`src/rtl/chunk_arbiter_pkg.sv`:
```
// Shared types for the chunk read arbiter: block coordinates, block kinds and tag sizing.
package chunk_arbiter_pkg;

  localparam int unsigned CoordW = 4;

  typedef struct packed {
    logic [CoordW-1:0] x;
    logic [CoordW-1:0] y;
    logic [CoordW-1:0] z;
  } BlockPos;

  typedef enum logic [2:0] {
    BLOCK_AIR    = 3'd0,
    BLOCK_DIRT   = 3'd1,
    BLOCK_STONE  = 3'd2,
    BLOCK_GRASS  = 3'd3,
    BLOCK_SAND   = 3'd4,
    BLOCK_WATER  = 3'd5,
    BLOCK_WOOD   = 3'd6,
    BLOCK_LEAVES = 3'd7
  } BlockType;

  // A single lane still needs a 1-bit tag so the FIFO has something to store.
  function automatic int unsigned tag_width(input int unsigned n);
    return (n > 1) ? $clog2(n) : 1;
  endfunction

endpackage

```
`src/rtl/tag_fifo.sv`:
```
// Small synchronous FIFO with same-cycle push/pop, first-word-fall-through read data.
module tag_fifo #(
  parameter int unsigned WIDTH = 2,
  parameter int unsigned DEPTH = 4,
  localparam int unsigned PtrW = (DEPTH > 1) ? $clog2(DEPTH) : 1,
  localparam int unsigned CntW = $clog2(DEPTH + 1)
) (
  input  logic             clk_i,
  input  logic             rst_i,
  input  logic             push_i,
  input  logic [WIDTH-1:0] wdata_i,
  input  logic             pop_i,
  output logic [WIDTH-1:0] rdata_o,
  output logic             empty_o,
  output logic [CntW-1:0]  count_o
);

  logic [WIDTH-1:0] mem_q [DEPTH];
  logic [WIDTH-1:0] mem_d [DEPTH];
  logic [PtrW-1:0]  wr_ptr_q, wr_ptr_d;
  logic [PtrW-1:0]  rd_ptr_q, rd_ptr_d;
  logic [CntW-1:0]  count_q, count_d;
  logic             do_push, do_pop;

  function automatic logic [PtrW-1:0] next_ptr(input logic [PtrW-1:0] p);
    return (p == PtrW'(DEPTH - 1)) ? '0 : p + 1'b1;
  endfunction

  always_comb begin
    do_pop   = pop_i && (count_q != '0);
    // A full FIFO still accepts a push when a pop frees a slot in the same cycle.
    do_push  = push_i && ((count_q != CntW'(DEPTH)) || do_pop);
    mem_d    = mem_q;
    wr_ptr_d = wr_ptr_q;
    rd_ptr_d = rd_ptr_q;
    if (do_push) begin
      mem_d[wr_ptr_q] = wdata_i;
      wr_ptr_d        = next_ptr(wr_ptr_q);
    end
    if (do_pop) begin
      rd_ptr_d = next_ptr(rd_ptr_q);
    end
    count_d = count_q + CntW'(do_push) - CntW'(do_pop);
  end

  always_ff @(posedge clk_i) begin
    if (rst_i) begin
      wr_ptr_q <= '0;
      rd_ptr_q <= '0;
      count_q  <= '0;
    end else begin
      wr_ptr_q <= wr_ptr_d;
      rd_ptr_q <= rd_ptr_d;
      count_q  <= count_d;
    end
  end

  always_ff @(posedge clk_i) begin
    mem_q <= mem_d;
  end

  assign rdata_o = mem_q[rd_ptr_q];
  assign empty_o = (count_q == '0);
  assign count_o = count_q;

endmodule

```
`src/rtl/chunk_arbiter.sv`:
```
// Round-robin arbiter sharing one chunk memory among NUM_VTU traversal units, with in-order
// tag tracking so each returned block is steered back to its requester.
module chunk_arbiter
  import chunk_arbiter_pkg::*;
#(
  parameter int unsigned NUM_VTU = 4,
  parameter int unsigned TAG_W   = tag_width(NUM_VTU),
  localparam int unsigned CntW   = $clog2(NUM_VTU + 1)
) (
  input  logic               clk_in,
  input  logic               rst_in,
  input  BlockPos            req_addr [NUM_VTU],
  input  logic [NUM_VTU-1:0] req_read_enable,
  input  logic [NUM_VTU-1:0] req_flush,
  output BlockType           req_out,
  output logic [NUM_VTU-1:0] req_valid,
  output BlockPos            mem_addr,
  output logic               mem_read_enable,
  input  BlockType           mem_out,
  input  logic               mem_valid,
  output logic [CntW-1:0]    outstanding,
  output logic               err_orphan
);

  logic [NUM_VTU-1:0] pending_q, pending_d;
  logic [NUM_VTU-1:0] stale_q, stale_d;
  logic [TAG_W-1:0]   last_grant_q, last_grant_d;
  BlockPos            mem_addr_q, mem_addr_d;
  logic               mem_re_q, mem_re_d;
  BlockType           req_out_q, req_out_d;
  logic [NUM_VTU-1:0] req_valid_q, req_valid_d;
  logic               err_orphan_q, err_orphan_d;

  logic [NUM_VTU-1:0] eligible;
  logic               grant;
  logic [TAG_W-1:0]   grant_idx;
  logic [TAG_W-1:0]   lane_idx;
  int unsigned        lane;

  logic               fifo_pop;
  logic               fifo_empty;
  logic [TAG_W-1:0]   resp_tag;
  logic [CntW-1:0]    fifo_count;
  logic               drop;

  // Round-robin search starting just after the previous winner.
  always_comb begin
    eligible  = req_read_enable & ~pending_q & ~req_flush;
    grant     = 1'b0;
    grant_idx = last_grant_q;
    lane      = 0;
    lane_idx  = '0;
    for (int unsigned k = 1; k <= NUM_VTU; k++) begin
      lane     = (32'(last_grant_q) + k) % NUM_VTU;
      lane_idx = TAG_W'(lane);
      if (!grant && eligible[lane_idx]) begin
        grant     = 1'b1;
        grant_idx = lane_idx;
      end
    end
  end

  always_comb begin
    fifo_pop     = mem_valid && !fifo_empty;
    // A flush landing on the very cycle its response pops still discards that response.
    drop         = stale_q[resp_tag] || req_flush[resp_tag];
    pending_d    = pending_q;
    stale_d      = stale_q | (req_flush & pending_q);
    last_grant_d = last_grant_q;
    mem_addr_d   = mem_addr_q;
    mem_re_d     = grant;
    req_out_d    = req_out_q;
    req_valid_d  = '0;
    err_orphan_d = err_orphan_q || (mem_valid && fifo_empty);

    if (fifo_pop) begin
      pending_d[resp_tag] = 1'b0;
      stale_d[resp_tag]   = 1'b0;
      if (!drop) begin
        req_valid_d[resp_tag] = 1'b1;
        req_out_d             = mem_out;
      end
    end

    if (grant) begin
      pending_d[grant_idx] = 1'b1;
      mem_addr_d           = req_addr[grant_idx];
      last_grant_d         = grant_idx;
    end
  end

  always_ff @(posedge clk_in) begin
    if (rst_in) begin
      pending_q    <= '0;
      stale_q      <= '0;
      last_grant_q <= TAG_W'(NUM_VTU - 1);
      mem_addr_q   <= '0;
      mem_re_q     <= 1'b0;
      req_out_q    <= BLOCK_AIR;
      req_valid_q  <= '0;
      err_orphan_q <= 1'b0;
    end else begin
      pending_q    <= pending_d;
      stale_q      <= stale_d;
      last_grant_q <= last_grant_d;
      mem_addr_q   <= mem_addr_d;
      mem_re_q     <= mem_re_d;
      req_out_q    <= req_out_d;
      req_valid_q  <= req_valid_d;
      err_orphan_q <= err_orphan_d;
    end
  end

  tag_fifo #(
    .WIDTH(TAG_W),
    .DEPTH(NUM_VTU)
  ) u_tag_fifo (
    .clk_i  (clk_in),
    .rst_i  (rst_in),
    .push_i (grant),
    .wdata_i(grant_idx),
    .pop_i  (fifo_pop),
    .rdata_o(resp_tag),
    .empty_o(fifo_empty),
    .count_o(fifo_count)
  );

  assign mem_addr        = mem_addr_q;
  assign mem_read_enable = mem_re_q;
  assign req_out         = req_out_q;
  assign req_valid       = req_valid_q;
  assign outstanding     = fifo_count;
  assign err_orphan      = err_orphan_q;

endmodule

```
`config.mk`:
```
export PLATFORM = sky130hd
export DESIGN_NAME = chunk_arbiter
export DESIGN_NICKNAME = d
export VERILOG_FILES = /design/src/rtl/chunk_arbiter_pkg.sv /design/src/rtl/tag_fifo.sv /design/src/rtl/chunk_arbiter.sv
export SDC_FILE = /design/constraint.sdc
export NUM_CORES = 1
export LEC_CHECK = 0
export CAP_MARGIN = 20
export CORE_ASPECT_RATIO = 1.2
export CORE_MARGIN = 4
export CORE_UTILIZATION = 48
export CTS_BUF_LIST = sky130_fd_sc_hd__clkbuf_16
export CTS_CLUSTER_DIAMETER = 150
export CTS_CLUSTER_SIZE = 12
export DETAILED_ROUTE_END_ITERATION = 10
export PLACE_DENSITY = 0.83
export SYNTH_ARGS = -nofsm -noshare
export SYNTH_HDL_FRONTEND = slang
export SYNTH_SLANG_ARGS = --single-unit
```
`constraint.sdc`:
```
create_clock -name clk_in -period 5.5 [get_ports clk_in]
set_input_delay 1.1 -clock clk_in [delete_from_list [all_inputs] [get_ports clk_in]]
set_output_delay 1.1 -clock clk_in [all_outputs]
set_load 0.005 [all_outputs]
```
* Word-level counts from Yosys, hierarchy flattened
Cells that the tools add are included.
** Cells by class
- $add $sub $neg :: 8
- Magnitude comparators :: 12
- Eq/ne operators :: 3
- Mux-type cells :: 38
- Bitwise logic cells :: 15
- Reduce and logical (&&, ||, !) cells :: 21
** Operators by type and width (number)
- $bmux 12 s2 :: 1
- $mux 12 :: 2
- $and 4x4->4 :: 5
- $lt 2x3->1 const B :: 6
- $mux 2 :: 9
- $bmux 1 s2 :: 6
- $mux 1 :: 12
- $mux 4 :: 3
- $not 4->4 :: 3
- $logic_and 1x1->1 :: 10
- $ge 3x3->1 const B :: 3
- $not 2->3 :: 3
- $add 2x1->2 const B :: 4
- $bwmux 8 :: 1
- $or 4x4->4 :: 2
- $add 2x2->2 const B :: 2
- $bmux 2 s2 :: 1
- $demux 1 s2 :: 2
- $demux 2 s2 :: 1
- $eq 2x2->1 const B :: 2
- $ge 2x1->1 const B :: 2
- $logic_not 1->1 :: 4
- $add 3x1->3 :: 1
- $logic_not 3->1 :: 1
- other kinds (8) :: 11
** Word-level totals
- Register bits after elaboration :: 46
- Input bits :: 62
- Output and inout bits :: 24
- Word-level logic and storage cells :: 114

* Longest topological paths before layout
Gate-level depths: netlist of run 1.
- Depth after elaboration :: 21
- Gate-level depth with buffers :: 11
- Gate-level depth less buffers :: 10

* Modules after synthesis
Synthesis of run 1 repeated with hierarchy kept, for this count alone.
** Second synthesis, totals
- Cell total of the unflattened synthesis :: 215
- Area total of the unflattened synthesis :: 2247.2 µm²
** Modules (own cells, without submodules)
- chunk_arbiter :: times used 1, cells each 159, area each 1516.5 µm², sequential area each 620.6 µm²
- tag_fifo :: times used 1, cells each 56, area each 730.7 µm², sequential area each 380.4 µm²

* Worst setup path before layout of run 1
Ideal clock, no wire load.
- Path kind :: in2reg
- From :: in req_flush[3]
- To :: reg u_tag_fifo.count_q[2] (netlist: u_tag_fifo.count_o[2])
- Arrival :: 3.096 ns
- Slack :: 2.277 ns
- Cell stages on the path :: 11
- Cell sequence :: or3b_1 > buf_2 > and4_1 > clkbuf_1 > nor2_2 > ha_1 > inv_1 > fa_1 > xor2_1 > xnor2_1 > nor2_1
** On the way
- Longest elaborated chain between the ends :: 17
** RTL lines
- start: declaration :: RTL line chunk_arbiter.sv:14 : input logic [NUM_VTU-1:0] req_flush,
- $not 4->4 * :: RTL line chunk_arbiter.sv:48 : eligible = req_read_enable & ~pending_q & ~req_flush;
- $and 4x4->4 * :: RTL line chunk_arbiter.sv:48
- $bmux 1 s2 :: RTL line chunk_arbiter.sv:56 : if (!grant && eligible[lane_idx]) begin
- $mux 1 (implied by the code) :: RTL line chunk_arbiter.sv:56
- $mux 1 :: RTL line chunk_arbiter.sv:56
- $logic_not 1->1 :: RTL line chunk_arbiter.sv:56
- $logic_and 1x1->1 :: RTL line chunk_arbiter.sv:56
- $mux 1 :: RTL line chunk_arbiter.sv:56
- [... 2 more ...]
- $mux 1 :: RTL line chunk_arbiter.sv:56
- $logic_not 1->1 :: RTL line chunk_arbiter.sv:56
- $logic_and 1x1->1 :: RTL line chunk_arbiter.sv:56
- $mux 1 * :: RTL line chunk_arbiter.sv:56
- $logic_and 1x1->1 * :: RTL line tag_fifo.sv:32 : do_push = push_i && ((count_q != CntW'(DEPTH)) || do_pop);
- net u_tag_fifo.do_push :: RTL line tag_fifo.sv:23 : logic do_push, do_pop;
- $add 3x1->3 * :: RTL line tag_fifo.sv:43 : count_d = count_q + CntW'(do_push) - CntW'(do_pop);
- $sub 3x1->3 * :: RTL line tag_fifo.sv:43
- end signal: assignment :: RTL line tag_fifo.sv:54 : count_q <= count_d;
- end: declaration :: RTL line tag_fifo.sv:22 : logic [CntW-1:0] count_q, count_d;
The timed path passes the listed nets; every way through them passes the cells marked *. The select of a mux whose other input is x is not followed.
A chain may end at the register's enable or synchronous reset.

* Worst setup path in the final report of run 1
Same ends and word-level chain as after synthesis.

==> run_results.csv, run 1 <==
group,metric,value,unit
outcome,status,"complete, no violations",
cells_and_area,n_antenna_cell,0,
sta,relSlewSlack,44.3,%
synth,yosys_warnings,0,
route,drc,0,
synth,yosysSeqAreaShare,42.7,%
synth,yosysTopAreaCell,"dfxtp_1",
worst_hold_path,worstHoldPathType,"flop to flop",
clocking,cts-root-buf,"clkbuf_16",
sta,setup_tns,0,ps
synth,synth_cell_types,49,
job,cap_violations,0,
power,power_density,358,nW/um^2
setup_path,start_kind,"input pin",
power,switching_power,0.000380,W
setup_path,cp.required,5670,ps
synth,syn-mean-instance-area,10.4,sq um
die,coreArea,4660,sq um
sta,worstMarginPinSlew,834,ps
power,power.share.combinational,37.6,%
sta,slew_viol_final,0,
die,io_pins,86,
sta,fmax,282,MHz
die,start_util,50.2,%
clocking,path_clk_slew,60,ps
power,p_clk_share,24.0,%
route,drtPass1Iterations,4,
setup_path,cp_max_fo,8,
clocking,holdBufCountCts,0,
clocking,cts_buffer_depth,2,
setup_path,crit_type,"input pin to flop",
clocking,cts-resized-gates,0,
cells_and_area,area_growth,43.1,%
synth,synth_common_cells,"38 x dfxtp_1, 29 x nor2_1, 24 x mux2i_1",
die,die_w,71.8,um
placed_design,hpwl,4.63,mm
clocking,cts_tree,"built",
clocking,worstSkewPairLatency,280,ps
synth,synthCells,225,
synth,synth_seq_cells,46,
sta,finalSetupViolCount,0,
placed_design,globalplace.congestion,0.761,
synth,ys_async_sr_fraction,0,%
grt,grt_max_degree,22,
die,dieArea,6070,sq um
power,total_power,0.00120,W
sta,clock_skew,3.08,ps
clocking,cts_setup_buffers,0,
route,route.detailed.wl_per_inst,16.5,um
clocking,cts_max_level,2,
sta,finalHoldViolCount,0,
route,wirelength,6.03,mm
grt,grt_pass1_wl,10.1,mm
synth,synthesis.area,2340,sq um
grt,grt_antenna_before_repair,0,
power,swShare,31.7,%
power,pwr-share-seq,38.4,%
clocking,cts_sinks,46,
route,via_per_inst,5.49,
grt,grt_pass1_vias,2069,
route,vias,2010,
synth,synth.top_cell.area_share,32.5,%
cells_and_area,drive_above_1_share,6.82,%
clocking,cts_buffers,5,
grt,grt_overflow,0,
cells_and_area,fin_nets,377,
placed_design,port_buffers,85,
sta,rsz0062_at_grt,"no",
synth,synth_area_leaders,"dfxtp_1 32%, mux2i_1 10%, edfxtp_1 10%",
setup_path,end_kind,"flop",
sta,period_minus_slack,3550,ps
sta,fin_crit_sh,64.5,%
power,irDropWorstVdd,0.000226,V
die,rows,27,
power,p_leak,1.28,nW
synth,synth-main-ff-cell,"dfxtp_1",
synth,yosysMostFrequentCell,"dfxtp_1",
route,drtIter0Drc,156,
route,ant_nets,0,
synth,syn_nets,295,
grt,grt.total_usage,20.8,%
die,die_h,84.5,um
synth,synth_edf_count,8,
setup_path,worstPathArrival,3720,ps
power,internal-power,0.000818,W
[state kept, by name, indices dropped and copies added, names as in the netlist]
register and count:
err_orphan 1, last_grant_q 2, mem_addr 12, mem_read_enable 1
pending_q 4, req_out 3, req_valid 4, stale_q 4
u_tag_fifo.count_o 3, u_tag_fifo.mem_q 8, u_tag_fifo.rd_ptr_q 2, u_tag_fifo.wr_ptr_q 2
[final timing paths]
| path | from | endpoint | slack [ps] | depth (start not counted) |
|---|---|---|---|---|
| min | err_orphan$_SDFF_PP0_ | err_orphan$_SDFF_PP0_ | 470 | 2 |
| min reg2reg | err_orphan$_SDFF_PP0_ | err_orphan$_SDFF_PP0_ | 470 | 2 |
| max | req_flush[3] | u_tag_fifo.count_o[2]$_SDFF_PP0_ | 1950 | 10 |
| max reg2reg | u_tag_fifo.count_o[1]$_SDFF_PP0_ | u_tag_fifo.count_o[2]$_SDFF_PP0_ | 2840 | 10 |
[metrics by stage]
stage	instances	hold WS, ps	cell area [sq um]	utilization (%)	setup slack, ps
final	366	466	3350	71.9	1950
after detailed placement	358	457	3210	68.8	1670
after global placement	358	451	3210	68.8	1690
after CTS	366	472	3350	71.9	1950
after floorplan	225	439	2340	-	2280
after global routing	366	509	3350	71.9	1810
[kinds of logic (layout without fill, tap and decap cells)]
family	after synthesis	in the layout	synth area share (%)
flops	46	46	42.7
compound gates	45	45	16.7
simple gates	72	72	17.1
xor+xnor	2	2	0.748
buf+inv	25	108	4.97
mux	27	27	13.1
fa+ha+maj	8	8	4.59
[layer usage]
metal  routed length [um]  track usage (%)
met5                    0                0
met4                  100             6.84
met3                  352             4.07
met2                 3150             36.2
met1                 2430             25.3
[critical path, cell delays in order]
cell and delay, ps:
clkdlybuf4s50_1 440, or3b_1 520, and4_1 380, nor2_2 300
ha_1 210, inv_1 50, fa_1 370, xor2_1 160
xnor2_1 140, nor2_1 50
[power by group through the flow]
stage | clock network [W] | registers, W | logic [W]
2_1_floorplan | 0 | 0.000462 | 0.000284
3_3_place_gp | 0 | 0.000464 | 0.000439
3_5_place_dp | 0 | 0.000468 | 0.000452
4_1_cts | 0.000294 | 0.000461 | 0.000457
5_1_grt | 0.000307 | 0.000472 | 0.000498
6_report | 0.000287 | 0.000461 | 0.000451
[layout by cell type, fill, tap and decap left out, types with 3 or more instances in the layout]
| master | count |
|---|---|
| a2111oi_1 | 6 |
| a211oi_1 | 14 |
| a21oi_1 | 7 |
| and2_1 | 6 |
| clkbuf_16 | 5 |
| clkdlybuf4s50_1 | 85 |
| dfxtp_1 | 38 |
| edfxtp_1 | 8 |
| ha_1 | 7 |
| inv_1 | 13 |
| mux2i_1 | 24 |
| mux4_2 | 3 |
| nand2_1 | 5 |
| nand3b_1 | 6 |
| nor2_1 | 29 |
| nor2b_1 | 6 |
| o21ai_1 | 3 |
| o221ai_1 | 5 |
[final cells by class]
type                            count  area [sq um]
Clock inverter                      3          16.3
Multi-Input combinational cell    154          1220
Timing Repair Buffer               86           858
Clock buffer                        5           125
Sequential cell                    46          1000
Fill cell                         367          1310
Inverter                           14          52.6
Tap cell                           58          72.6
No activity file was read; power rests on OpenSTA's default activity.
==> inputs of run 2 (changes only) <==
- CORE_UTILIZATION: 48 -> 40
- PLACE_DENSITY: 0.83 -> 0.74
- clock period: 5.5 -> 3.1 ns (I/O delays scaled with it)
==> run 2 against run 1 <==
Effect of this change: clock power up 110%; highest routed layer unchanged; routed wire length about the same; hold slack better by 21 ps; critical path type unchanged; global-route usage down 3.4 points; combinational power up 86%; via count about the same; critical path depth down 3; sequential power up 78%; worst setup slack worse by 1500 ps.
==> run_results.csv, run 2 (same netlist as run 1, synthesis figures left out) <==
group,metric,value,unit
outcome,status,"complete, no violations",
route,drc,0,
sta,fin_crit_sh,86.7,%
route,wirelength,6.04,mm
placed_design,placed_cells,389,
worst_hold_path,worstHoldPathType,"flop to flop",
sta,worstMarginPinSlew,674,ps
grt,grt_max_degree,20,
power,switching_power,0.000690,W
sta,setup_tns,0,ps
power,power.share.combinational,37.0,%
power,power_density,649,nW/um^2
setup_path,worstPathArrival,2870,ps
grt,grt_pass1_vias,2054,
sta,finalHoldViolCount,0,
route,via_per_inst,5.07,
clocking,worstSkewPairLatency,290,ps
grt,grt_overflow,0,
power,p_clk_share,26.9,%
clocking,cts_sinks,46,
die,die_h,91.8,um
route,drtIter0Drc,63,
die,io_pins,86,
setup_path,start_kind,"input pin",
sta,layout_setup_ws,412,ps
grt,grt_antenna_before_repair,0,
clocking,holdBufCountCts,0,
clocking,cts-root-buf,"clkbuf_16",
die,coreArea,5670,sq um
sta,clock_skew,6.40,ps
die,rows,30,
clocking,cts_max_level,2,
cells_and_area,instances_no_fill,397,
cells_and_area,n_antenna_cell,0,
job,cap_violations,0,
placed_design,post-place-ws,136,ps
clocking,cts_tree,"built",
clocking,cts_buffers,5,
power,irDropWorstVdd,0.000520,V
sta,period_minus_slack,2690,ps
route,ant_nets,0,
power,pwr-share-seq,36.2,%
cells_and_area,final_core_util,61.5,%
setup_path,end_kind,"flop",
grt,grt.total_usage,17.3,%
setup_path,cp_max_fo,8,
clocking,cts-resized-gates,0,
cells_and_area,final_common_cell,"clkdlybuf4s50_1",
clocking,cts_setup_buffers,0,
grt,grt_pass1_wl,9.77,mm
placed_design,port_buffers,85,
setup_path,r2r_slack,830,ps
clocking,path_clk_slew,70,ps
sta,fmax,372,MHz
cells_and_area,register_area,1000,sq um
power,swShare,30.5,%
sta,finalSetupViolCount,0,
cells_and_area,largest_reg_flops,12,
sta,slew_viol_final,0,
cells_and_area,drive_above_1_share,10.1,%
setup_path,cp.required,3280,ps
die,dieArea,7150,sq um
placed_design,hpwl,4.68,mm
cells_and_area,final_cell_mix,"85 x clkdlybuf4s50_1, 38 x dfxtp_1, 29 x nor2_1, 24 x mux2i_1, 14 x a211oi_1",
cells_and_area,area_growth,48.8,%
power,internal-power,0.00157,W
power,total_power,0.00226,W
power,p_leak,1.34,nW
die,start_util,41.3,%
sta,rsz0062_at_grt,"no",
die,die_w,77.9,um
clocking,cts_buffer_depth,2,
cells_and_area,multi_input_area,1220,sq um
cells_and_area,fill_cells,482,
route,drtPass1Iterations,4,
setup_path,crit_type,"input pin to flop",
sta,relSlewSlack,54.9,%
route,vias,2012,
cells_and_area,fin_nets,386,
placed_design,globalplace.congestion,0.790,
route,route.detailed.wl_per_inst,15.2,um
## run 2: cell count changes in the layout (fill, tap and decap cells not counted), sizes merged
| cell | previous run | this run |
|---|---|---|
| buf | 1 | 10 |
| inv | 14 | 15 |
| bufinv | 0 | 1 |
| clkinv | 3 | 1 |
## run 2: power groups by stage
stage                     clock network [W]  logic [W]  registers (W)
after detailed placement                  0   0.000844       0.000831
after CTS                          0.000619   0.000851       0.000820
final                              0.000608   0.000837       0.000819
after global placement                    0   0.000824       0.000827
after floorplan                           0   0.000503       0.000820
after global routing               0.000641   0.000933       0.000834
## run 2: worst paths after layout
check / from / end / cells after the start
min reg2reg: err_orphan$_SDFF_PP0_ / err_orphan$_SDFF_PP0_ / 2
min: err_orphan$_SDFF_PP0_ / err_orphan$_SDFF_PP0_ / 2
max: req_flush[1] / mem_addr[1]$_SDFFE_PP0P_ / 7
max reg2reg: pending_q[1]$_SDFF_PP0_ / mem_addr[1]$_SDFFE_PP0P_ / 6
## run 2: cell type report
class	count	area share [%]
inverters	14	1.51
well taps	80	2.87
repair buffers	95	26.9
flip-flops and latches	46	28.7
clock buffers	5	3.59
multi-input cells	154	35.1
clock inverters	3	1.26
## run 2: critical path, stage by stage
cell and delay, ps:
clkdlybuf4s50_1 430, or3b_1 400, buf_4 190, o2bb2ai_1 150
o211ai_1 570, a211oi_1 130, a2111oi_2 370
## run 2: metrics by stage
step,hold slack (ps),area (sq um)
finish,487,3490
global route,531,3490
CTS,487,3490
detailed placement,468,3320
global placement,452,3320
floorplan,439,2340
## run 2: layer usage
layer	wire length, um	GRT usage [%]	vias to the layer above
met5	0	0	-
met4	78	5.64	0
met3	459	4.81	7
met2	2970	30.5	70
met1	2530	20.1	930
li1	-	-	1005
